$ cat src/rtl/mode_sequencer.sv
// Top-level mode controller for the minute/second timer: owns the operating state, generates
// the countdown seconds tick and alarm blink, and selects which block drives the display.
module mode_sequencer #(
    parameter int unsigned TICK_DIV      = 50_000_000,
    parameter int unsigned BLINK_DIV     = 25_000_000,
    parameter int unsigned ALARM_TIMEOUT = 30
) (
    input  logic        clk,
    input  logic        rst_n,
    input  logic        start,
    input  logic        toggle,
    input  logic        increase,
    input  logic        programmed,
    input  logic        count_zero,
    input  logic [15:0] prog_digits,
    input  logic [15:0] count_digits,
    output logic [2:0]  currentState,
    output logic        sec_tick,
    output logic [15:0] digitsOut,
    output logic        blank,
    output logic        alarm
);

    localparam int unsigned TickW  = (TICK_DIV > 1) ? $clog2(TICK_DIV) : 1;
    localparam int unsigned BlinkW = (BLINK_DIV > 1) ? $clog2(BLINK_DIV) : 1;
    localparam int unsigned AlarmW = (ALARM_TIMEOUT > 1) ? $clog2(ALARM_TIMEOUT) : 1;

    localparam logic [TickW-1:0]  TickMax  = TickW'(TICK_DIV - 1);
    localparam logic [BlinkW-1:0] BlinkMax = BlinkW'(BLINK_DIV - 1);
    localparam logic [AlarmW-1:0] AlarmMax = AlarmW'(ALARM_TIMEOUT - 1);

    typedef enum logic [2:0] {
        StIdle   = 3'd0,
        StProg   = 3'd1,
        StCount  = 3'd2,
        StPaused = 3'd3,
        StAlarm  = 3'd4
    } state_e;

    state_e              state_q, state_d;
    logic [TickW-1:0]    presc_q, presc_d, presc_inc;
    logic [BlinkW-1:0]   blink_cnt_q, blink_cnt_d;
    logic                blink_q, blink_d;
    logic [AlarmW-1:0]   alarm_sec_q, alarm_sec_d;
    logic                programmed_q;
    logic                prog_rise;
    logic                presc_wrap;
    logic                leave_run;

    assign prog_rise  = programmed & ~programmed_q;
    assign presc_wrap = (presc_q == TickMax);
    assign presc_inc  = presc_wrap ? '0 : presc_q + 1'b1;
    // Leaving COUNTDOWN by a button (count_zero outranks toggle) must not emit a tick.
    assign leave_run  = start | (toggle & ~count_zero);
    assign sec_tick   = presc_wrap & (((state_q == StCount) & ~leave_run) | (state_q == StAlarm));

    always_comb begin
        state_d = state_q;
        case (state_q)
            StIdle: begin
                if (start) state_d = StProg;
            end
            StProg: begin
                if (start)          state_d = StIdle;
                else if (prog_rise) state_d = (prog_digits == 16'h0000) ? StIdle : StCount;
            end
            StCount: begin
                if (start)           state_d = StIdle;
                else if (count_zero) state_d = StAlarm;
                else if (toggle)     state_d = StPaused;
            end
            StPaused: begin
                if (start)       state_d = StIdle;
                else if (toggle) state_d = StCount;
            end
            StAlarm: begin
                if (start | toggle | increase)                 state_d = StIdle;
                else if (sec_tick && (alarm_sec_q == AlarmMax)) state_d = StIdle;
            end
            default: state_d = StIdle;
        endcase
    end

    // Counters are steered by the state being entered so entry clears and pauses hold cleanly.
    always_comb begin
        presc_d     = '0;
        blink_cnt_d = '0;
        blink_d     = 1'b0;
        alarm_sec_d = '0;
        case (state_d)
            StCount: begin
                if (state_q == StCount)       presc_d = presc_inc;
                else if (state_q == StPaused) presc_d = presc_q;
            end
            StPaused: presc_d = presc_q;
            StAlarm: begin
                if (state_q == StAlarm) begin
                    presc_d     = presc_inc;
                    blink_cnt_d = (blink_cnt_q == BlinkMax) ? '0 : blink_cnt_q + 1'b1;
                    blink_d     = blink_q ^ (blink_cnt_q == BlinkMax);
                    alarm_sec_d = (sec_tick && (alarm_sec_q != AlarmMax)) ?
                                  alarm_sec_q + 1'b1 : alarm_sec_q;
                end
            end
            default: ;
        endcase
    end

    always_ff @(posedge clk or negedge rst_n) begin
        if (!rst_n) begin
            state_q      <= StIdle;
            presc_q      <= '0;
            blink_cnt_q  <= '0;
            blink_q      <= 1'b0;
            alarm_sec_q  <= '0;
            programmed_q <= 1'b0;
        end else begin
            state_q      <= state_d;
            presc_q      <= presc_d;
            blink_cnt_q  <= blink_cnt_d;
            blink_q      <= blink_d;
            alarm_sec_q  <= alarm_sec_d;
            programmed_q <= programmed;
        end
    end

    always_comb begin
        currentState = state_q;
        alarm        = (state_q == StAlarm);
        blank        = (state_q == StAlarm) & blink_q;
        case (state_q)
            StProg:            digitsOut = prog_digits;
            StCount, StPaused: digitsOut = count_digits;
            default:           digitsOut = 16'h0000;
        endcase
    end

endmodule

$ cat config.mk
export PLATFORM = sky130hd
export DESIGN_NAME = mode_sequencer
export DESIGN_NICKNAME = d
export VERILOG_FILES = /design/src/rtl/mode_sequencer.sv
export SDC_FILE = /design/constraint.sdc
export NUM_CORES = 1
export LEC_CHECK = 0
export ABC_AREA = 1
export CAP_MARGIN = 20
export CELL_PAD_IN_SITES_DETAIL_PLACEMENT = 1
export CELL_PAD_IN_SITES_GLOBAL_PLACEMENT = 1
export CORE_MARGIN = 5
export CORE_UTILIZATION = 29
export DETAILED_ROUTE_END_ITERATION = 8
export GPL_ROUTABILITY_DRIVEN = 0
export GPL_TIMING_DRIVEN = 0
export MAX_ROUTING_LAYER = met4
export PLACE_DENSITY_LB_ADDON = 0.1
export SYNTH_ARGS = -nofsm -noshare
export SYNTH_HDL_FRONTEND = slang
export SYNTH_SLANG_ARGS = --single-unit
$ cat constraint.sdc
create_clock -name clk -period 5.6 [get_ports clk]
set_input_delay 1.4 -clock clk [delete_from_list [all_inputs] [get_ports clk]]
set_output_delay 1.4 -clock clk [all_outputs]
set_load 0.05 [all_outputs]
* After elaboration in Yosys (flattened, before gate mapping)
Index checks and enable logic that the tools add are counted.
** Storage, ports and cells
- Flip-flop bits (word level) :: 61
- Bits of input ports :: 39
- Output and inout bits :: 22
** Cells by class
- Bitwise logic cells :: 14
- Multiplexer cells :: 26
- Equal/unequal tests :: 13
- Add/subtract/negate cells :: 3
- Reduce and logical (&&, ||, !) cells :: 6
** Operators with widths (count)
- 26-bit 2-to-1 mux :: 4
- 26-bit case mux with 3 select lines :: 1
- 25-bit 2-to-1 mux :: 3
- 16-bit case mux with 2 select lines :: 1
- 3-bit 2-to-1 mux :: 10
- 26-bit by 1-bit adder with 26-bit output (second input constant) :: 1
- 26-bit == test (second input constant) :: 1
- 25-bit by 1-bit adder with 25-bit output (second input constant) :: 1
- 25-bit == test (second input constant) :: 1
- 16-bit logical NOT :: 1
- 5-bit 2-to-1 mux :: 3
- 3-bit case mux with 5 select lines :: 1
- 3-bit by 2-bit == test with 1-bit output (second input constant) :: 4
- 3-bit == test (second input constant) :: 2
- 3-bit inequality test (second input constant) :: 2
- 5-bit by 1-bit adder with 5-bit output (second input constant) :: 1
- 1-bit AND :: 5
- 5-bit == test (second input constant) :: 1
- 5-bit inequality test (second input constant) :: 1
- 1-bit inverter :: 4
- 1-bit OR :: 4
- 3-bit by 1-bit == test with 1-bit output (second input constant) :: 1
- 3-bit logical NOT :: 1
- 1-bit logical AND :: 2
- other kinds (5) :: 6

* Logic depth before layout (Yosys ltp)
- Depth after elaboration :: 14
- Depth in mapped cells :: 12
- Mapped depth without buffers :: 11

* Worst setup path after synthesis
Ideal clock, no wire load.
- Kind :: input to output
- From :: input port prog_digits[0]
- To :: output port digitsOut[0]
- Stages on the path :: 2
- Path slack :: 1.671 ns
- Arrival time :: 2.529 ns
- Path through :: inv_1 > o21ai_0
** Between the ends
- Cells in the longest elaborated chain, start to end :: 1
** RTL lines
- start, declared :: line 15 : input logic [15:0] prog_digits,
- 16-bit case mux with 2 select lines :: line 131 : case (state_q)
- end, declared :: line 19 : output logic [15:0] digitsOut,
No other way between the ends.

* Worst setup path in the final report
- From :: input port start
- To :: output port sec_tick
** Between the ends
- Cells in the longest elaborated chain, start to end :: 5
** RTL lines
- start, declared :: line 10 : input logic start,
- 1-bit OR :: line 54 : assign leave_run = start | (toggle & ~count_zero);
- 1-bit inverter :: line 55 : assign sec_tick = presc_wrap & (((state_q == StCount) & ~leave_run) | (state_q == StAlarm));
- 1-bit AND :: line 55
- 1-bit OR :: line 55
- 1-bit AND :: line 55
- end, declared :: line 18 : output logic sec_tick,
No other way between the ends.

==> flow_summary.toml <==
[clock_tree]
cts_setup_buffers = 0
postCtsHoldBufs = 0
clock_latency_ns = 0.34
cts.htree.levels = 3
cts_sinks = 61
cts_buffer_depth = 2
root_buffer = "clkbuf_16"
numCtsBuffers = 9
cts_resized = 0
cts_tree = "done"
path_clk_slew_ns = 0.06

[route]
viasPerCell = 4.71
drtPass1Iterations = 4
wire_per_inst_um = 15.0
ant_nets = 0
first_iter_violations = 206
drc = 0
totalWireLength_um = 15200
num_vias = 4781

[power]
peakVddDrop_uv = 125
finalPower_mw = 1.21
p_leak_nw = 2.55
p_per_area_nw_per_um2 = 207

[synth]
ys.flop_type = "dfrtp_1"
ys_ff_latch = 61
syn-instance-count = 722
syn_nets = 765
synthTopCellsByCount = "211 x nand2_1, 127 x nor2_1, 95 x inv_1, 69 x nand3_1, 61 x dfrtp_1"
ys_seq_area_share_pct = 32.6
yosysWarnings = 0
syn_avg_cell_area_um2 = 6.48
synth_top_area_cell = "dfrtp_1"
synth_top_area_share_pct = 32.6
synth_most_common_cell = "nand2_1"
synth_cell_types = 33
synth_edf_count = 0
netlist_top_cells_area = "dfrtp_1 33%, nand2_1 17%, nor2_1 10%"
async_reset_ff_share_pct = 100
syn_area_um2 = 4680

[die]
die-area_um2 = 18800
die_w_um = 137
rows = 46
initial_core_util_pct = 29.6
coreArea_um2 = 15800
boundaryPins = 61
die_height_um = 137

[sta]
period_needed_ns = 4.95
finalWorstSetupSlack_ns = 0.647
skew_ns = 0.0100
tightest_slew_ns = 0.818
rsz0062_at_grt = "false"
hold_slack_ns = 0.524
finalSetupTns_ns = 0
finalCritPeriodShare_pct = 88.5
slew_viol_final = 0
slew_headroom_pct = 45.5
setup_viol = 0
finalHoldViolCount = 0
max_freq_ghz = 0.202

[grt]
grt_max_degree = 62
overflow = 0
grt_pass1_wl_um = 25800
track_usage_pct = 17.7
grt_antenna_before_repair = 0
first_global_vias = 5251

[setup_path]
cp_data_required_time_ns = 4.20
crit_slowest_cell = "clkdlybuf4s50_1"
critPathCaptureType = "primary output"
critPathMaxStageDelay_ns = 0.80
arrival_ns = 3.55
startpoint_type = "input port"
critical_path_class = "input port to primary output"
crit_chain = "clkdlybuf4s50_1 > inv_1 > o21ai_1 > o21ai_2 > nand2_1 > inv_1 > clkdlybuf4s50_1"
worstPathMaxFanout = 6

[final_layout]
regArea_um2 = 1530
antenna_cells = 0
multi_input_area_um2 = 2680
area_growth_pct = 24.4
final_core_util_pct = 36.8
fillers = 2042
fin_area_um2 = 5820
final_cells = 1014
drive_gt1_share_pct = 8.77
num-nets-final = 836

[hold_path]
min_path_type = "flip-flop to flip-flop"

[placed_design]
hpwl_um = 12000
place_inst = 998
pre_cts_slack_ns = 0.623
placed_cell_area_um2 = 5550
port_buffers = 60

[outcome]
status = "finished clean"

[run]
cap_violations = 0
[metal layers]
layer,vias up,global-route usage (%),part of all wire [%]
met5,-,-,0
met4,0,3.55,1.0
met3,13,3.13,2.1
met2,55,30.5,50
met1,2305,21.9,47
li1,2408,-,-
[worst paths after layout]
check	from	endpoint	slack (ns)	cells after the start
min in group asynchronous	rst_n	presc_q[2]	1.15	1
worst max register to register	presc_q[0]	presc_q[11]	3.37	11
worst min-delay path	presc_q[1]	presc_q[1]	0.52	2
max in group asynchronous	rst_n	blink_cnt_q[20]	3.90	1
worst max-delay path	start	sec_tick	0.65	7
worst min register to register	presc_q[1]	presc_q[1]	0.52	2
[where the power goes]
part | internal (mW) | total [mW] | switching (mW) | leakage [nW]
logic | 0.0774 | 0.231 | 0.153 | 1.58
registers | 0.444 | 0.448 | 0.00390 | 0.848
clock network | 0.301 | 0.528 | 0.228 | 0.128
total | 0.822 | 1.21 | 0.385 | 2.55
[worst max-delay path, delay by kind of cell]
| kind | cells | cell delay, ns |
|---|---|---|
| simple gates | 1 | 0.13 |
| compound gates | 2 | 0.45 |
| buf+inv | 4 | 1.57 |
[registers in the layout, indices dropped and copies added (netlist names)]
register / count
presc_q: 26
blink_cnt_q: 25
alarm_sec_q: 5
currentState: 3
blink_q: 1
programmed_q: 1
[cells in the final DEF, fill, tap and decap left out, types with 4 or more instances in the layout]
| cell type | instances |
|---|---|
| inv_1 | 95 |
| nand3_2 | 24 |
| buf_4 | 6 |
| buf_2 | 5 |
| nand2_1 | 211 |
| xor2_1 | 24 |
| ha_1 | 4 |
| inv_2 | 4 |
| nor2_1 | 127 |
| nor3_1 | 13 |
| nand4_1 | 21 |
| o21ai_0 | 21 |
| clkbuf_1 | 5 |
| xnor2_1 | 6 |
| nand3_1 | 69 |
| clkbuf_16 | 9 |
| clkdlybuf4s50_1 | 59 |
| dfrtp_1 | 61 |
[logic make-up after synthesis]
| group | synth area share, % |
|---|---|
| flip-flops | 32.6 |
| buffers and inverters | 10.2 |
| AND/OR/NAND/NOR | 47.5 |
| XOR/XNOR | 5.62 |
| AO/OA/AOI/OAI | 3.00 |
| adder cells (fa/ha/maj) | 1.07 |
[layout make-up]
class | instances | area share (%)
buffer | 17 | 1.78
sequential | 61 | 26.2
inverter | 99 | 6.38
tap | 216 | 4.64
timing repair buffer | 60 | 10.3
clock inverter | 7 | 0.860
multi-input combinational | 545 | 46.0
clock buffer | 9 | 3.87
No activity file was read; power rests on OpenSTA's default activity.
